File: src/rtl/riscv_param_pkg.sv
// Shared RISC-V pipeline parameters: bus widths, exception bit indices,
// memory size codes, LSU FSM encoding, bus structs and small helpers.
package riscv_param;

  localparam int EXU_LSU_BUS_WIDTH = 186;
  localparam int LSU_WBU_BUS_WIDTH = 117;
  localparam int EXCP_WIDTH        = 9;

  // Exception bits owned by the LSU; the rest pass straight through.
  localparam int EXCP_LD_MISALIGN = 4;
  localparam int EXCP_LD_FAULT    = 5;
  localparam int EXCP_ST_MISALIGN = 6;
  localparam int EXCP_ST_FAULT    = 7;

  localparam logic [1:0] SIZE_B = 2'd0;
  localparam logic [1:0] SIZE_H = 2'd1;
  localparam logic [1:0] SIZE_W = 2'd2;

  typedef enum logic [1:0] {
    LSU_IDLE = 2'd0,
    LSU_REQ  = 2'd1,
    LSU_RESP = 2'd2,
    LSU_OUT  = 2'd3
  } lsu_state_e;

  typedef struct packed {
    logic        skip_difftest;
    logic [31:0] pc;
    logic        csr_we;
    logic [31:0] final_result;
    logic        gr_we;
    logic [4:0]  rd;
    logic [11:0] csr_addr;
    logic [31:0] csr_wdata;
    logic        xret_flush;
  } lsu_wbu_bus_t;

  typedef struct packed {
    logic         mem_re;
    logic         mem_we;
    logic [1:0]   mem_size;
    logic         mem_unsigned;
    logic [31:0]  mem_addr;
    logic [31:0]  mem_wdata;
    lsu_wbu_bus_t wb;
  } exu_lsu_bus_t;

  // Byte accesses never misalign; size code 3 is treated like a word.
  function automatic logic is_misaligned(input logic [1:0] size, input logic [1:0] lo);
    case (size)
      SIZE_B:  return 1'b0;
      SIZE_H:  return lo[0];
      default: return lo != 2'b00;
    endcase
  endfunction

  function automatic logic [3:0] wstrb_of(input logic [1:0] size, input logic [1:0] lo);
    case (size)
      SIZE_B:  return 4'b0001 << lo;
      SIZE_H:  return 4'b0011 << lo;
      default: return 4'b1111;
    endcase
  endfunction

  // Store data replicated across every lane the size can land in.
  function automatic logic [31:0] wdata_rep(input logic [1:0] size, input logic [31:0] d);
    case (size)
      SIZE_B:  return {4{d[7:0]}};
      SIZE_H:  return {2{d[15:0]}};
      default: return d;
    endcase
  endfunction

endpackage

File: src/rtl/lsu_load_align.sv
// Load data alignment: picks the addressed byte/half from a 32-bit read
// word and sign- or zero-extends it. Purely combinational.
//   addr_lo     : low two address bits of the access
//   size        : SIZE_B / SIZE_H / SIZE_W
//   is_unsigned : zero-extend instead of sign-extend
//   data        : raw word returned by memory
//   result      : extended load value
module lsu_load_align
  import riscv_param::*;
(
  input  logic [1:0]  addr_lo,
  input  logic [1:0]  size,
  input  logic        is_unsigned,
  input  logic [31:0] data,
  output logic [31:0] result
);

  logic [31:0] shifted;

  always_comb begin
    shifted = data >> {addr_lo, 3'b000};
    case (size)
      SIZE_B:  result = is_unsigned ? {24'h0, shifted[7:0]}
                                    : {{24{shifted[7]}}, shifted[7:0]};
      SIZE_H:  result = is_unsigned ? {16'h0, shifted[15:0]}
                                    : {{16{shifted[15]}}, shifted[15:0]};
      default: result = data;
    endcase
  end

endmodule

File: src/rtl/lsu_core.sv
// Load/store unit: takes one instruction at a time from EXU, issues at most
// one memory request, folds the response into the WBU bus and exception bits.
//   exu_*      : instruction from EXU (valid, packed bus, exception bits)
//   lsu_ready_o: high only while idle
//   mem_req_*  : word-aligned request, valid/ready handshake
//   mem_resp_* : response, always accepted while waiting for it
//   lsu_*/wbu_ready_i : result to WBU, held stable until taken
//   flush_i    : pipeline flush; kills the instruction without aborting the bus
module lsu_core
  import riscv_param::*;
#(
  parameter logic [31:0] DEV_BASE = 32'ha000_0000,
  parameter logic [31:0] DEV_MASK = 32'hf000_0000
) (
  input  logic                         clock,
  input  logic                         reset,
  input  logic                         exu_valid_i,
  input  logic [EXU_LSU_BUS_WIDTH-1:0] exu_lsu_bus_i,
  input  logic [EXCP_WIDTH-1:0]        exu_excp_bus_i,
  output logic                         lsu_ready_o,
  output logic                         mem_req_valid_o,
  input  logic                         mem_req_ready_i,
  output logic                         mem_req_we_o,
  output logic [31:0]                  mem_req_addr_o,
  output logic [31:0]                  mem_req_wdata_o,
  output logic [3:0]                   mem_req_wstrb_o,
  input  logic                         mem_resp_valid_i,
  input  logic [31:0]                  mem_resp_data_i,
  input  logic                         mem_resp_err_i,
  output logic                         lsu_valid_o,
  output logic [LSU_WBU_BUS_WIDTH-1:0] lsu_wbu_bus_o,
  output logic [EXCP_WIDTH-1:0]        lsu_excp_bus_o,
  input  logic                         wbu_ready_i,
  input  logic                         flush_i
);

  exu_lsu_bus_t    in_bus;
  lsu_wbu_bus_t    wb_in, wb_q;
  lsu_state_e      state_q, state_d;
  logic            flush_pend_q;
  logic [EXCP_WIDTH-1:0] excp_q, mis_bits;
  logic            accept, acc, mis, go_mem, dev_hit;
  logic            is_store_q, uns_q;
  logic [1:0]      addr_lo_q, size_q;
  logic [31:0]     req_addr_q, req_wdata_q, ld_result;
  logic [3:0]      req_wstrb_q;
  logic            resp_fire;

  assign in_bus    = exu_lsu_bus_i;
  assign accept    = exu_valid_i && lsu_ready_o && !flush_i;
  assign acc       = in_bus.mem_re | in_bus.mem_we;
  assign mis       = acc && is_misaligned(in_bus.mem_size, in_bus.mem_addr[1:0]);
  assign go_mem    = acc && !mis && (exu_excp_bus_i == '0);
  assign dev_hit   = (in_bus.mem_addr & DEV_MASK) == DEV_BASE;
  assign resp_fire = (state_q == LSU_RESP) && mem_resp_valid_i;

  always_comb begin
    wb_in = in_bus.wb;
    wb_in.skip_difftest = in_bus.wb.skip_difftest | (acc && dev_hit);
    mis_bits = '0;
    if (mis) mis_bits[in_bus.mem_we ? EXCP_ST_MISALIGN : EXCP_LD_MISALIGN] = 1'b1;
  end

  // ---------------- FSM ----------------
  always_ff @(posedge clock or posedge reset) begin
    if (reset) state_q <= LSU_IDLE;
    else       state_q <= state_d;
  end

  always_comb begin
    state_d         = state_q;
    lsu_ready_o     = 1'b0;
    mem_req_valid_o = 1'b0;
    lsu_valid_o     = 1'b0;
    case (state_q)
      LSU_IDLE: begin
        lsu_ready_o = 1'b1;
        if (accept) state_d = go_mem ? LSU_REQ : LSU_OUT;
      end
      LSU_REQ: begin
        mem_req_valid_o = 1'b1;
        if (mem_req_ready_i) state_d = LSU_RESP;
      end
      LSU_RESP: begin
        // A flushed access still drains its response, then drops silently.
        if (mem_resp_valid_i) state_d = (flush_pend_q || flush_i) ? LSU_IDLE : LSU_OUT;
      end
      LSU_OUT: begin
        lsu_valid_o = !flush_i;
        if (flush_i || wbu_ready_i) state_d = LSU_IDLE;
      end
      default: state_d = LSU_IDLE;
    endcase
  end

  always_ff @(posedge clock or posedge reset) begin
    if (reset)                        flush_pend_q <= 1'b0;
    else if (state_d == LSU_IDLE)     flush_pend_q <= 1'b0;
    else if (flush_i && (state_q == LSU_REQ || state_q == LSU_RESP))
                                      flush_pend_q <= 1'b1;
  end

  // ---------------- datapath ----------------
  lsu_load_align u_align (
    .addr_lo     (addr_lo_q),
    .size        (size_q),
    .is_unsigned (uns_q),
    .data        (mem_resp_data_i),
    .result      (ld_result)
  );

  always_ff @(posedge clock or posedge reset) begin
    if (reset) begin
      wb_q        <= '0;
      excp_q      <= '0;
      is_store_q  <= 1'b0;
      uns_q       <= 1'b0;
      addr_lo_q   <= 2'b00;
      size_q      <= 2'b00;
      req_addr_q  <= '0;
      req_wdata_q <= '0;
      req_wstrb_q <= '0;
    end else if (accept) begin
      wb_q        <= wb_in;
      excp_q      <= exu_excp_bus_i | mis_bits;
      is_store_q  <= in_bus.mem_we;
      uns_q       <= in_bus.mem_unsigned;
      addr_lo_q   <= in_bus.mem_addr[1:0];
      size_q      <= in_bus.mem_size;
      req_addr_q  <= {in_bus.mem_addr[31:2], 2'b00};
      req_wdata_q <= in_bus.mem_we ? wdata_rep(in_bus.mem_size, in_bus.mem_wdata) : 32'h0;
      req_wstrb_q <= in_bus.mem_we ? wstrb_of(in_bus.mem_size, in_bus.mem_addr[1:0]) : 4'h0;
    end else if (resp_fire) begin
      if (mem_resp_err_i) begin
        excp_q[is_store_q ? EXCP_ST_FAULT : EXCP_LD_FAULT] <= 1'b1;
        wb_q.gr_we <= 1'b0;
      end else if (!is_store_q) begin
        wb_q.final_result <= ld_result;
      end
    end
  end

  assign mem_req_we_o    = is_store_q;
  assign mem_req_addr_o  = req_addr_q;
  assign mem_req_wdata_o = req_wdata_q;
  assign mem_req_wstrb_o = req_wstrb_q;
  assign lsu_wbu_bus_o   = wb_q;
  assign lsu_excp_bus_o  = excp_q;

endmodule

File: config.mk
export PLATFORM = sky130hd
export DESIGN_NAME = lsu_core
export DESIGN_NICKNAME = d
export VERILOG_FILES = /design/src/rtl/riscv_param_pkg.sv /design/src/rtl/lsu_load_align.sv /design/src/rtl/lsu_core.sv
export SDC_FILE = /design/constraint.sdc
export NUM_CORES = 1
export LEC_CHECK = 0
export ABC_CLOCK_PERIOD_IN_PS = 13300
export CORE_AREA = 4 4 166 168
export CTS_CLUSTER_DIAMETER = 120
export DETAILED_ROUTE_END_ITERATION = 10
export DIE_AREA = 0 0 170 172
export GPL_TIMING_DRIVEN = 1
export HOLD_SLACK_MARGIN = 0.1
export PLACE_DENSITY = 0.69
export SLEW_MARGIN = 10
export SYNTH_ARGS = -nofsm -noshare
export SYNTH_HDL_FRONTEND = slang
export SYNTH_HIERARCHICAL = 1
export SYNTH_SLANG_ARGS = --single-unit
File: constraint.sdc
create_clock -name clock -period 13.3 [get_ports clock]
set_input_delay 1.33 -clock clock [delete_from_list [all_inputs] [get_ports clock]]
set_output_delay 1.33 -clock clock [all_outputs]
set_load 0.01 [all_outputs]
==> results_tabular.tex, run 1 <==
\begin{tabular}{lr}
\hline
Metric & Value \\
\hline
\multicolumn{2}{l}{\textbf{Worst setup path}} \\
\quad Critical Path End Type & primary output \\
\quad Crit path buf inv count & 2 \\
\quad Worst R2R Start & addr\_lo\_q[1] \\
\quad Critical R2R Capture & lsu\_wbu\_bus\_o[69] \\
\quad Delay of the slowest cell on the worst path & 0.55 ns \\
\quad Worst reg-to-reg setup slack & 10.49 ns \\
\quad Setup CP Type & primary input to primary output \\
\quad Master of the slowest instance on the critical path & sky130\_fd\_sc\_hd\_\_clkdlybuf4s50\_1 \\
\quad Endpoint required time on the critical path & 11.97 ns \\
\quad Depth of the most critical reg-to-reg path & 5 \\
\quad Most numerous cell on the critical path & sky130\_fd\_sc\_hd\_\_clkdlybuf4s50\_1 \\
\quad Cell class contributing the biggest share of worst-path delay & buffers and inverters \\
\quad Largest fanout of any net on the critical path & 7 \\
\quad Kind of start point of the critical path & primary input \\
\quad Arrival @ worst endpoint & 2.52 ns \\
\quad Cells along the critical path & clkdlybuf4s50\_1, nor2b\_1, clkdlybuf4s50\_1 \\
\multicolumn{2}{l}{\textbf{Cells and area}} \\
\quad Share of post-route cells with drive strength above 1 & 0.0409 \\
\quad Final core area utilization & 0.561 \\
\quad Final-stage net count & 1666 \\
\quad Area delta synth->final & 58.3\% \\
\quad Final Non-Filler Cells & 1779 \\
\quad Diode insertion count for antenna repair & 0 \\
\multicolumn{2}{l}{\textbf{Pwr}} \\
\quad Leakage power & 6.66 nW \\
\quad Power density of the placed cells & 219 nW/um\^{}2 \\
\quad Max rail drop VDD & 0.137 mV \\
\multicolumn{2}{l}{\textbf{Placement}} \\
\quad Total instance count after detailed placement & 1735 \\
\quad Detailed placer's ending HPWL & 23.4 mm \\
\quad Final weighted congestion of routability-driven global placement & 0.862 \\
\quad Setup Slack @ Placement & 9.34 ns \\
\quad IO Port Bufs & 430 \\
\multicolumn{2}{l}{\textbf{Floorplan}} \\
\quad Die Width & 170 um \\
\quad Die Outline Area & 29200 um\^{}2 \\
\quad Top Ports & 433 \\
\quad Initial standard-cell utilization of the core & 0.354 \\
\quad Number of cell rows & 59 \\
\quad Vertical die dimension & 172 um \\
\quad Placeable core area & 25900 um\^{}2 \\
\multicolumn{2}{l}{\textbf{Synth}} \\
\quad Cell taking the most area after synthesis & sky130\_fd\_sc\_hd\_\_dfrtp\_1 \\
\quad Most frequent cell after synthesis & sky130\_fd\_sc\_hd\_\_nand2\_1 \\
\quad Fraction of registers with async set or reset after synthesis & 1.00 \\
\quad Count of different cell masters after synthesis & 45 \\
\quad Top area cells in the synthesized netlist & sky130\_fd\_sc\_hd\_\_dfrtp\_1 (55\%), sky130\_fd\_sc\_hd\_\_nand2\_1 (20\%), sky130\_fd\_sc\_hd\_\_mux2i\_1 (5.3\%), sky130\_fd\_sc\_hd\_\_o21ai\_0 (2.9\%), sky130\_fd\_sc\_hd\_\_o31ai\_1 (2.5\%) \\
\quad Synth top area share & 0.548 \\
\quad Number of enable-type register cells in the synthesized netlist & 0 \\
\quad Most instantiated flip-flop cell in the synthesis netlist & sky130\_fd\_sc\_hd\_\_dfrtp\_1 \\
\quad Sequential fraction of the synthesis area & 0.548 \\
\quad Yosys Warn Count & 6 \\
\quad Leading cell types by count after synthesis & sky130\_fd\_sc\_hd\_\_nand2\_1 (484), sky130\_fd\_sc\_hd\_\_dfrtp\_1 (201), sky130\_fd\_sc\_hd\_\_o21ai\_0 (53) \\
\quad Flops \& latches, synth & 201 \\
\quad Avg Synthesized Cell Area & 8.92 um\^{}2 \\
\quad Number of cells produced by synthesis & 1029 \\
\quad Post-synthesis instance area & 9180 um\^{}2 \\
\multicolumn{2}{l}{\textbf{Clocking}} \\
\quad Sinks on Clock Net & 201 \\
\quad TritonCTS buffer count & 24 \\
\quad CTS tree & built \\
\quad Clock slew at reported path FFs & 0.06 ns \\
\quad Number of gates resized after CTS & 0 \\
\quad CTS Hold Bufs & 0 \\
\quad Max H-tree Level & 1 \\
\quad Cell at the root of the clock tree & sky130\_fd\_sc\_hd\_\_clkbuf\_16 \\
\quad Clock Latency Late Sink & 0.51 ns \\
\quad Clock Tree Buf Depth & 3 \\
\quad \# Post-CTS Setup Buffers & 0 \\
\multicolumn{2}{l}{\textbf{STA}} \\
\quad Highest Clock Rate & 0.260 GHz \\
\quad Transition time of the tightest slew-check pin & 0.987 ns \\
\quad Setup repair after global routing missed its margin & no \\
\quad Max Slew Vio Count & 0 \\
\quad Worst slack on hold paths & 0.465 ns \\
\quad Clk\_skew & 0.00766 ns \\
\quad Setup total negative slack & 0 ns \\
\quad Final Hold Viols & 0 \\
\quad Minimum clock period after layout & 3.85 ns \\
\quad Remaining max-slew budget at the tightest pin & 0.342 \\
\quad Period utilization & 0.289 \\
\quad Final setup vio count & 0 \\
\quad Setup ws final & 9.45 ns \\
\multicolumn{2}{l}{\textbf{Drt}} \\
\quad Mean routed wirelength per cell & 18.4 um \\
\quad Initial DRC count & 646 \\
\quad DRC violations left & 0 \\
\quad First-pass iteration count of the detailed router & 4 \\
\quad Total wirelength of the detailed-routed design & 32.7 mm \\
\quad Via density & 4.84 \\
\quad Number of nets with antenna violations after detailed routing & 0 \\
\quad Number of vias after detailed routing & 8609 \\
\multicolumn{2}{l}{\textbf{Worst hold path}} \\
\quad HP Class & flip-flop to flip-flop \\
\quad Hold path depth & 2 \\
\quad Endpoint of the worst hold-timing path & mem\_req\_wdata\_o[5] \\
\quad Min-delay src & mem\_req\_wdata\_o[5] \\
\multicolumn{2}{l}{\textbf{GRT}} \\
\quad Number of antenna violations at the first check in global routing & 0 \\
\quad Global-route wire length before repair & 49.3 mm \\
\quad Pin count of the biggest net entering global routing & 196 \\
\quad Vias in the first global route & 8686 \\
\quad Sum of overflow across all layers after global routing & 0 \\
\quad Tot GR Track Use & 0.212 \\
\multicolumn{2}{l}{\textbf{Status}} \\
\quad Outcome & completed \\
\multicolumn{2}{l}{\textbf{Run}} \\
\quad Max Cap Violations & 0 \\
\hline
\end{tabular}
where the power goes:
group / total [mW] / switching [mW] / leakage, nW / internal (mW)
Sequential: 1.06 / 0.172 / 2.53 / 0.886
Clock: 0.713 / 0.258 / 0.424 / 0.455
Combinational: 1.42 / 0.682 / 3.70 / 0.734
Total: 3.19 / 1.11 / 6.66 / 2.07
how the worst max path moves through the flow:
stage / cells past startpoint / slack (ns) / start / endpoint
detailed placement: 7 / 9.34 / flush_i / lsu_wbu_bus_o[69]
CTS: 3 / 9.45 / flush_i / lsu_valid_o
global placement: 7 / 9.37 / flush_i / lsu_wbu_bus_o[52]
global route: 3 / 9.41 / flush_i / lsu_valid_o
floorplan: 1 / 6.49 / reset / addr_lo_q[0]
finish: 3 / 9.45 / flush_i / lsu_valid_o
tightest hold or removal path, delay by kind of cell (launching register included):
family,cells,cell delay [ns]
AND/OR/NAND/NOR,2,0.10
flip-flops,1,0.34
cell usage in the layout, fill, tap and decap left out, drive strengths merged, types with 2 or more instances in the layout:
| master | count |
|---|---|
| nor2b | 21 |
| a2bb2oi | 3 |
| a21oi | 6 |
| clkdlybuf4s50 | 430 |
| buf | 7 |
| a31oi | 4 |
| o31ai | 31 |
| ha | 5 |
| clkbuf | 38 |
| conb | 2 |
| o21ai | 67 |
| a22o | 6 |
| nor4 | 2 |
| mux2i | 49 |
| o211a | 7 |
| nand3b | 8 |
| inv | 7 |
| nand3 | 12 |
| nor2 | 14 |
| o2bb2ai | 6 |
| dfrtp | 201 |
| mux2 | 9 |
| clkinv | 4 |
| nand2 | 484 |
| bufinv | 4 |
per-layer routing:
layer / wire [um] / GRT usage / part of all wire
met1: 12700 / 0.257 / 0.39
met2: 15500 / 0.354 / 0.48
met3: 3450 / 0.0743 / 0.11
met4: 1040 / 0.0694 / 0.032
met5: 0 / 0 / 0
state kept, by name, indices dropped and copies added, names as in the netlist, 2 cells and up:
name             count
addr_lo_q            2
lsu_excp_bus_o       9
lsu_wbu_bus_o      117
mem_req_addr_o      30
mem_req_wdata_o     32
mem_req_wstrb_o      4
size_q               2
state_q              2
cell type report:
| cell class | count | area [um^2] |
|---|---|---|
| clock buffer | 38 | 734 |
| sequential | 201 | 5030 |
| tap | 335 | 419 |
| clock inverter | 6 | 130 |
| fill | 2285 | 11400 |
| multi-input combinational | 753 | 3810 |
| timing repair buffer | 437 | 4370 |
| inverter | 9 | 41.3 |
metrics by stage:
| stage | power, mW | area, um^2 |
|---|---|---|
| 6_report | 3.19 | 14500 |
| 4_1_cts | 3.22 | 14500 |
| 5_1_grt | 3.39 | 14500 |
| 3_3_place_gp | 2.46 | 13700 |
| 3_5_place_dp | 2.49 | 13700 |
| 2_1_floorplan | 1.69 | 9180 |
logic make-up after synthesis:
kind of cell,share of synthesized area
and+or+nand+nor,0.239
DFF,0.548
AOI/OAI and AO/OA,0.101
buffers and inverters,0.0380
muxes,0.0669
adders and majority gates,0.00681
other,0.000408
Note: power is estimated with default switching activity, not from simulation.
==> inputs of run 2 (changes only) <==
--- a/config.mk
+++ b/config.mk
@@ -5,14 +5,14 @@
 export SDC_FILE = /design/constraint.sdc
 export NUM_CORES = 1
 export LEC_CHECK = 0
-export ABC_CLOCK_PERIOD_IN_PS = 13300
+export ABC_CLOCK_PERIOD_IN_PS = 3400
 export CORE_AREA = 4 4 166 168
 export CTS_CLUSTER_DIAMETER = 120
 export DETAILED_ROUTE_END_ITERATION = 10
 export DIE_AREA = 0 0 170 172
 export GPL_TIMING_DRIVEN = 1
 export HOLD_SLACK_MARGIN = 0.1
-export PLACE_DENSITY = 0.69
+export PLACE_DENSITY = 0.72
 export SLEW_MARGIN = 10
 export SYNTH_ARGS = -nofsm -noshare
 export SYNTH_HDL_FRONTEND = slang
==> constraint.sdc (replaced) <==
create_clock -name clock -period 3.4 [get_ports clock]
set_input_delay 0.34 -clock clock [delete_from_list [all_inputs] [get_ports clock]]
set_output_delay 0.34 -clock clock [all_outputs]
set_load 0.01 [all_outputs]
==> results_tabular.tex, run 2 (same netlist as run 1, synthesis figures left out) <==
\begin{tabular}{lr}
\hline
Metric & Value \\
\hline
\multicolumn{2}{l}{\textbf{Status}} \\
\quad Outcome & completed \\
\multicolumn{2}{l}{\textbf{Cells and area}} \\
\quad Final-stage net count & 1672 (+0.36\%) \\
\quad Share of post-route cells with drive strength above 1 & 0.0483 (+0.00742) \\
\quad Final core area utilization & 0.563 (+0.00232) \\
\quad Most frequent standard cell in the layout excluding fill and tap cells & sky130\_fd\_sc\_hd\_\_nand2\_1 \\
\quad Fill cell instance count of the final layout & 2277 (-0.35\%) \\
\quad Highest-count cells in the layout ignoring fill and taps & sky130\_fd\_sc\_hd\_\_nand2\_1 (484), sky130\_fd\_sc\_hd\_\_clkdlybuf4s50\_1 (430), sky130\_fd\_sc\_hd\_\_dfrtp\_1 (201), sky130\_fd\_sc\_hd\_\_o21ai\_0 (53), sky130\_fd\_sc\_hd\_\_mux2i\_1 (49) \\
\quad Area delta synth->final & 59.0\% \\
\quad Max reg flops & 117 (unchanged) \\
\quad Diode insertion count for antenna repair & 0 (unchanged) \\
\quad Finished layout cell area & 14600 um\^{}2 (+0.41\%) \\
\quad Final Non-Filler Cells & 1785 (+0.34\%) \\
\multicolumn{2}{l}{\textbf{Worst setup path}} \\
\quad Origin of the worst setup path & addr\_lo\_q[0] \\
\quad End point of the critical path & lsu\_wbu\_bus\_o[71] \\
\quad Cell class contributing the biggest share of worst-path delay & compound AO/OA/AOI/OAI gates \\
\quad Master of the slowest instance on the critical path & sky130\_fd\_sc\_hd\_\_dfrtp\_1 \\
\quad Critical path depth in cells & 5 (+2) \\
\quad Worst reg-to-reg setup slack & 0.89 ns (-9.60 ns) \\
\quad Cells along the critical path & mux4\_2, a221oi\_4, o21ai\_0, mux2i\_1, o21ai\_0 \\
\quad Endpoint required time on the critical path & 3.76 ns (-8.21 ns) \\
\quad Critical R2R Capture & lsu\_wbu\_bus\_o[71] \\
\quad Worst R2R Start & addr\_lo\_q[0] \\
\quad Critical Path End Type & flip-flop \\
\quad Setup CP Type & flip-flop to flip-flop \\
\quad Most numerous cell on the critical path & sky130\_fd\_sc\_hd\_\_o21ai\_0 \\
\quad Kind of start point of the critical path & flip-flop \\
\quad Crit path buf inv count & 0 (-2) \\
\quad Depth of the most critical reg-to-reg path & 5 (unchanged) \\
\quad Arrival @ worst endpoint & 2.87 ns (+0.35 ns) \\
\quad Delay of the slowest cell on the worst path & 0.74 ns (+0.19 ns) \\
\quad Largest fanout of any net on the critical path & 21 (+14) \\
\multicolumn{2}{l}{\textbf{STA}} \\
\quad Remaining max-slew budget at the tightest pin & 0.463 (+0.122) \\
\quad Setup repair after global routing missed its margin & no \\
\quad Highest Clock Rate & 0.399 GHz \\
\quad Transition time of the tightest slew-check pin & 0.798 ns (-0.190 ns) \\
\quad Minimum clock period after layout & 2.51 ns \\
\quad Setup ws final & 0.893 ns (-8.56 ns) \\
\quad Worst slack on hold paths & 0.292 ns (-0.173 ns) \\
\quad Final setup vio count & 0 (unchanged) \\
\quad Setup total negative slack & 0 ns (unchanged) \\
\quad Final Hold Viols & 0 (unchanged) \\
\quad Period utilization & 0.737 \\
\quad Max Slew Vio Count & 0 (unchanged) \\
\quad Clk\_skew & 0.00948 ns (+0.00182 ns) \\
\multicolumn{2}{l}{\textbf{Clocking}} \\
\quad Max H-tree Level & 1 (unchanged) \\
\quad CTS Hold Bufs & 0 (unchanged) \\
\quad Sinks on Clock Net & 201 (unchanged) \\
\quad TritonCTS buffer count & 24 (unchanged) \\
\quad Clock Tree Buf Depth & 3 (unchanged) \\
\quad CTS tree & built \\
\quad Cell at the root of the clock tree & sky130\_fd\_sc\_hd\_\_clkbuf\_16 \\
\quad Number of gates resized after CTS & 0 (unchanged) \\
\quad \# Post-CTS Setup Buffers & 0 (unchanged) \\
\quad Clock slew at reported path FFs & 0.06 ns (about the same) \\
\quad Clock Latency Late Sink & 0.51 ns (about the same) \\
\multicolumn{2}{l}{\textbf{Floorplan}} \\
\quad Initial standard-cell utilization of the core & 0.354 (unchanged) \\
\quad Vertical die dimension & 172 um (unchanged) \\
\quad Die Width & 170 um (unchanged) \\
\quad Die Outline Area & 29200 um\^{}2 (unchanged) \\
\quad Number of cell rows & 59 (unchanged) \\
\quad Placeable core area & 25900 um\^{}2 (unchanged) \\
\quad Top Ports & 433 (unchanged) \\
\multicolumn{2}{l}{\textbf{GRT}} \\
\quad Number of antenna violations at the first check in global routing & 2 (+2) \\
\quad Sum of overflow across all layers after global routing & 0 (unchanged) \\
\quad Tot GR Track Use & 0.213 (+0.00105) \\
\quad Global-route wire length before repair & 49.7 mm (+0.63\%) \\
\quad Vias in the first global route & 8758 (+0.83\%) \\
\quad Pin count of the biggest net entering global routing & 101 (-48\%) \\
\multicolumn{2}{l}{\textbf{Placement}} \\
\quad Cell area after placement & 13800 um\^{}2 (+0.67\%) \\
\quad IO Port Bufs & 430 (unchanged) \\
\quad Detailed placer's ending HPWL & 24.2 mm (+3.4\%) \\
\quad Final weighted congestion of routability-driven global placement & 0.890 (+3.4\%) \\
\quad Total instance count after detailed placement & 1741 (+0.35\%) \\
\quad Setup Slack @ Placement & 0.768 ns (-8.57 ns) \\
\multicolumn{2}{l}{\textbf{Drt}} \\
\quad First-pass iteration count of the detailed router & 5 (+1) \\
\quad Number of vias after detailed routing & 8658 (+0.57\%) \\
\quad DRC violations left & 0 (unchanged) \\
\quad Total wirelength of the detailed-routed design & 33.0 mm (+1.0\%) \\
\quad Initial DRC count & 610 (-5.6\%) \\
\quad Number of nets with antenna violations after detailed routing & 0 (unchanged) \\
\quad Via density & 4.85 (+0.23\%) \\
\quad Mean routed wirelength per cell & 18.5 um (+0.69\%) \\
\multicolumn{2}{l}{\textbf{Pwr}} \\
\quad Power density of the placed cells & 848 nW/um\^{}2 (+290\%) \\
\quad Total power & 12.4 mW (+290\%) \\
\quad Leakage power & 6.69 nW (+0.43\%) \\
\quad Max rail drop VDD & 0.537 mV (+290\%) \\
\multicolumn{2}{l}{\textbf{Run}} \\
\quad Max Cap Violations & 0 (unchanged) \\
\multicolumn{2}{l}{\textbf{Worst hold path}} \\
\quad HP Class & primary input to asynchronous set/reset pin \\
\hline
\end{tabular}
==> run 2: cell types whose count changed in the layout (fill, tap and decap cells not counted), sizes merged <==
| cell | delta |
|---|---|
| bufinv | -2 |
| clkbuf | -5 |
| buf | +6 |
| inv | +1 |
| clkinv | +3 |
| clkinvlp | +3 |
==> run 2: area by class of cell <==
| type | instances | area [um^2] | area share |
|---|---|---|---|
| sequential | 201 | 5030 | 0.345 |
| timing repair buffer | 443 | 4460 | 0.306 |
| multi-input combinational | 753 | 3810 | 0.261 |
| clock buffer | 33 | 716 | 0.0490 |
| tap | 335 | 419 | 0.0287 |
| clock inverter | 11 | 118 | 0.00806 |
| inverter | 9 | 37.5 | 0.00257 |
==> run 2: layer usage <==
layer | track usage | part of all wire | routed length [um] | vias to the layer above
li1 | - | - | - | 4159
met1 | 0.257 | 0.39 | 12900 | 4048
met2 | 0.357 | 0.47 | 15600 | 381
met3 | 0.0782 | 0.11 | 3490 | 66
met4 | 0.0646 | 0.031 | 1020 | 4
met5 | 0 | 0.00064 | 21 | -
==> run 2: power by group <==
group	switching, mW	internal (mW)
registers	0.646	3.47
clock network	1.04	1.63
logic	2.70	2.90
total	4.38	7.99
==> run 2: how the worst min path moves through the flow <==
stage,startpoint,endpoint,slack [ns],cells past startpoint
after global routing,exu_lsu_bus_i[16],lsu_wbu_bus_o[16],0.32,3
after CTS,reset,mem_req_wdata_o[24],0.30,2
after detailed placement,mem_req_wdata_o[6],mem_req_wdata_o[6],0.45,2
after floorplan,size_q[1],size_q[1],0.44,2
final,reset,mem_req_wdata_o[24],0.29,2
after global placement,mem_req_wdata_o[6],mem_req_wdata_o[6],0.45,2
==> run 2: worst reg2reg max path: cells and delay by family, from the launching register on <==
kind	cells	cell delay, ns
compound gates	3	1.00
flops	1	0.74
mux	2	0.63
==> inputs of run 3 (changes only) <==
--- a/config.mk
+++ b/config.mk
@@ -5,7 +5,7 @@
 export SDC_FILE = /design/constraint.sdc
 export NUM_CORES = 1
 export LEC_CHECK = 0
-export ABC_CLOCK_PERIOD_IN_PS = 3400
+export ABC_CLOCK_PERIOD_IN_PS = 2100
 export CORE_AREA = 4 4 166 168
 export CTS_CLUSTER_DIAMETER = 120
 export DETAILED_ROUTE_END_ITERATION = 10
==> constraint.sdc (replaced) <==
create_clock -name clock -period 2.1 [get_ports clock]
set_input_delay 0.21 -clock clock [delete_from_list [all_inputs] [get_ports clock]]
set_output_delay 0.21 -clock clock [all_outputs]
set_load 0.01 [all_outputs]
==> results_tabular.tex, run 3 (same netlist as run 1, synthesis figures left out) <==
\begin{tabular}{lr}
\hline
Metric & Value \\
\hline
\multicolumn{2}{l}{\textbf{GRT}} \\
\quad Global-route wire length before repair & 50.4 mm (+1.5\%) \\
\quad Vias in the first global route & 8961 (+2.3\%) \\
\quad Number of antenna violations at the first check in global routing & 1 (-1) \\
\quad Sum of overflow across all layers after global routing & 0 (unchanged) \\
\quad Tot GR Track Use & 0.217 (+0.00454) \\
\quad Pin count of the biggest net entering global routing & 65 (-36\%) \\
\multicolumn{2}{l}{\textbf{Clocking}} \\
\quad Sinks on Clock Net & 201 (unchanged) \\
\quad TritonCTS buffer count & 24 (unchanged) \\
\quad CTS tree & built \\
\quad Cell at the root of the clock tree & sky130\_fd\_sc\_hd\_\_clkbuf\_16 \\
\quad Clock Latency Late Sink & 0.52 ns (about the same) \\
\quad Max H-tree Level & 1 (unchanged) \\
\quad Clock Tree Buf Depth & 3 (unchanged) \\
\quad Clock slew at reported path FFs & 0.06 ns (about the same) \\
\quad \# Post-CTS Setup Buffers & 0 (unchanged) \\
\multicolumn{2}{l}{\textbf{Placement}} \\
\quad IO Port Bufs & 430 (unchanged) \\
\quad Total instance count after detailed placement & 1773 (+1.8\%) \\
\quad Detailed placer's ending HPWL & 25.3 mm (+4.3\%) \\
\quad Final weighted congestion of routability-driven global placement & 0.892 (+0.17\%) \\
\multicolumn{2}{l}{\textbf{Worst setup path}} \\
\quad Arrival @ worst endpoint & 1.82 ns (-1.05 ns) \\
\quad Largest fanout of any net on the critical path & 5 (-76\%) \\
\quad Setup CP Type & flip-flop to primary output \\
\quad Worst reg-to-reg setup slack & 0.10 ns (-0.79 ns) \\
\quad Critical Path End Type & primary output \\
\quad Endpoint required time on the critical path & 1.89 ns (-1.87 ns) \\
\quad Kind of start point of the critical path & flip-flop \\
\multicolumn{2}{l}{\textbf{Floorplan}} \\
\quad Placeable core area & 25900 um\^{}2 (unchanged) \\
\quad Vertical die dimension & 172 um (unchanged) \\
\quad Number of cell rows & 59 (unchanged) \\
\quad Top Ports & 433 (unchanged) \\
\quad Die Width & 170 um (unchanged) \\
\quad Initial standard-cell utilization of the core & 0.354 (unchanged) \\
\quad Die Outline Area & 29200 um\^{}2 (unchanged) \\
\multicolumn{2}{l}{\textbf{STA}} \\
\quad Clk\_skew & 0.0240 ns (+0.0145 ns) \\
\quad Period utilization & 0.967 \\
\quad Minimum clock period after layout & 2.03 ns \\
\quad Setup total negative slack & 0 ns (unchanged) \\
\quad Highest Clock Rate & 0.492 GHz \\
\quad Setup repair after global routing missed its margin & no \\
\quad Remaining max-slew budget at the tightest pin & 0.624 (+0.160) \\
\quad Transition time of the tightest slew-check pin & 0.563 ns (-0.234 ns) \\
\quad Max Slew Vio Count & 0 (unchanged) \\
\quad Final setup vio count & 0 (unchanged) \\
\quad Final Hold Viols & 0 (unchanged) \\
\quad Worst slack on hold paths & 0.214 ns (-0.0781 ns) \\
\multicolumn{2}{l}{\textbf{Cells and area}} \\
\quad Most frequent standard cell in the layout excluding fill and tap cells & sky130\_fd\_sc\_hd\_\_nand2\_1 \\
\quad Final-stage net count & 1705 (+2.0\%) \\
\quad Diode insertion count for antenna repair & 0 (unchanged) \\
\quad Share of post-route cells with drive strength above 1 & 0.0668 (+0.0185) \\
\quad Final core area utilization & 0.577 (+0.0135) \\
\quad Final Non-Filler Cells & 1817 (+1.8\%) \\
\quad Max reg flops & 117 (unchanged) \\
\quad Area delta synth->final & 62.8\% \\
\quad Highest-count cells in the layout ignoring fill and taps & sky130\_fd\_sc\_hd\_\_nand2\_1 (484), sky130\_fd\_sc\_hd\_\_clkdlybuf4s50\_1 (428), sky130\_fd\_sc\_hd\_\_dfrtp\_1 (201), sky130\_fd\_sc\_hd\_\_o21ai\_0 (53), sky130\_fd\_sc\_hd\_\_mux2i\_1 (49) \\
\multicolumn{2}{l}{\textbf{Drt}} \\
\quad Initial DRC count & 577 (-5.4\%) \\
\quad Number of nets with antenna violations after detailed routing & 0 (unchanged) \\
\quad Total wirelength of the detailed-routed design & 33.4 mm (+1.1\%) \\
\quad Via density & 4.81 (-0.91\%) \\
\quad First-pass iteration count of the detailed router & 5 (unchanged) \\
\quad DRC violations left & 0 (unchanged) \\
\quad Number of vias after detailed routing & 8733 (+0.87\%) \\
\quad Mean routed wirelength per cell & 18.4 um (-0.68\%) \\
\multicolumn{2}{l}{\textbf{Pwr}} \\
\quad Total power & 20.3 mW (+64\%) \\
\quad Max rail drop VDD & 0.819 mV (+52\%) \\
\quad Leakage power & 6.89 nW (+3.0\%) \\
\quad Portion of total power attributed to sequential cells & 0.325 (-0.007) \\
\quad Clock network fraction of design power & 0.210 (-0.006) \\
\quad P\_int & 13.2 mW (+65\%) \\
\quad Switching portion of total power & 0.349 (-0.00474) \\
\quad Part of the total power dissipated in combinational logic & 0.465 (+0.013) \\
\quad Power density of the placed cells & 1360 nW/um\^{}2 (+60\%) \\
\quad Switching power summed over all nets & 7.09 mW (+62\%) \\
\multicolumn{2}{l}{\textbf{Worst hold path}} \\
\quad HP Class & primary input to flip-flop \\
\multicolumn{2}{l}{\textbf{Status}} \\
\quad Outcome & completed \\
\multicolumn{2}{l}{\textbf{Run}} \\
\quad Max Cap Violations & 0 (unchanged) \\
\hline
\end{tabular}
[run 3: cell types whose count changed in the layout (fill, tap and decap cells not counted), sizes merged, moves of 2 or more]
cell / before / now
inv: 8 / 6
clkdlybuf4s50: 430 / 428
clkinv: 7 / 5
clkbuf: 33 / 37
buf: 13 / 45
[run 3: metal layers]
metal | GRT usage | wire [um] | share of wire
met3 | 0.0791 | 3370 | 0.10
met5 | 0 | 13 | 0.00039
met1 | 0.257 | 12800 | 0.38
met2 | 0.370 | 16100 | 0.48
met4 | 0.0701 | 1080 | 0.032
[run 3: power by group through the flow]
stage / clock (mW) / combinational, mW / sequential (mW)
detailed placement: 0 / 9.49 / 6.66
global placement: 0 / 9.36 / 6.58
floorplan: 0 / 3.38 / 7.34
global route: 4.53 / 10.3 / 6.83
finish: 4.26 / 9.43 / 6.60
CTS: 4.37 / 9.54 / 6.61
[run 3: final cells by class]
class / instances / area [um^2]
fill: 2212 / 11000
sequential: 201 / 5030
timing repair buffer: 476 / 4830
multi-input combinational: 753 / 3810
clock buffer: 37 / 731
tap: 335 / 419
clock inverter: 6 / 82.6
inverter: 9 / 37.5
[run 3: critical path, stage by stage (launching register included)]
cell and delay, ns:
sky130_fd_sc_hd__dfrtp_1 0.44, sky130_fd_sc_hd__ha_1 0.18, sky130_fd_sc_hd__nor2b_1 0.12, sky130_fd_sc_hd__clkdlybuf4s50_1 0.56
[run 3: repair_timing]
action                                  CTS  global route
cloned                                    0             0
endpoints found under the setup margin    2             8
endpoints found under the hold margin    11             0
hold buffers                              1             0
gates resized for setup                   3             2
[run 3: per-stage QoR]
stage | setup WS [ns] | cell area (um^2)
floorplan | -0.712 | 9190
global placement | -0.0908 | 14100
detailed placement | -0.129 | 14100
CTS | 0.0341 | 14900
global route | 0.000452 | 14900
finish | 0.0691 | 14900
[run 3: path summary, 6_finish.rpt]
| kind | from | to | cells past startpoint |
|---|---|---|---|
| min in group asynchronous | reset | mem_req_wstrb_o[0] | 3 |
| setup / recovery | state_q[1] | lsu_valid_o | 3 |
| hold reg to reg | mem_req_wdata_o[6] | mem_req_wdata_o[6] | 2 |
| max in group asynchronous | reset | lsu_wbu_bus_o[5] | 5 |
| setup reg to reg | addr_lo_q[1] | lsu_wbu_bus_o[81] | 6 |
| hold / removal | exu_lsu_bus_i[157] | mem_req_addr_o[8] | 3 |
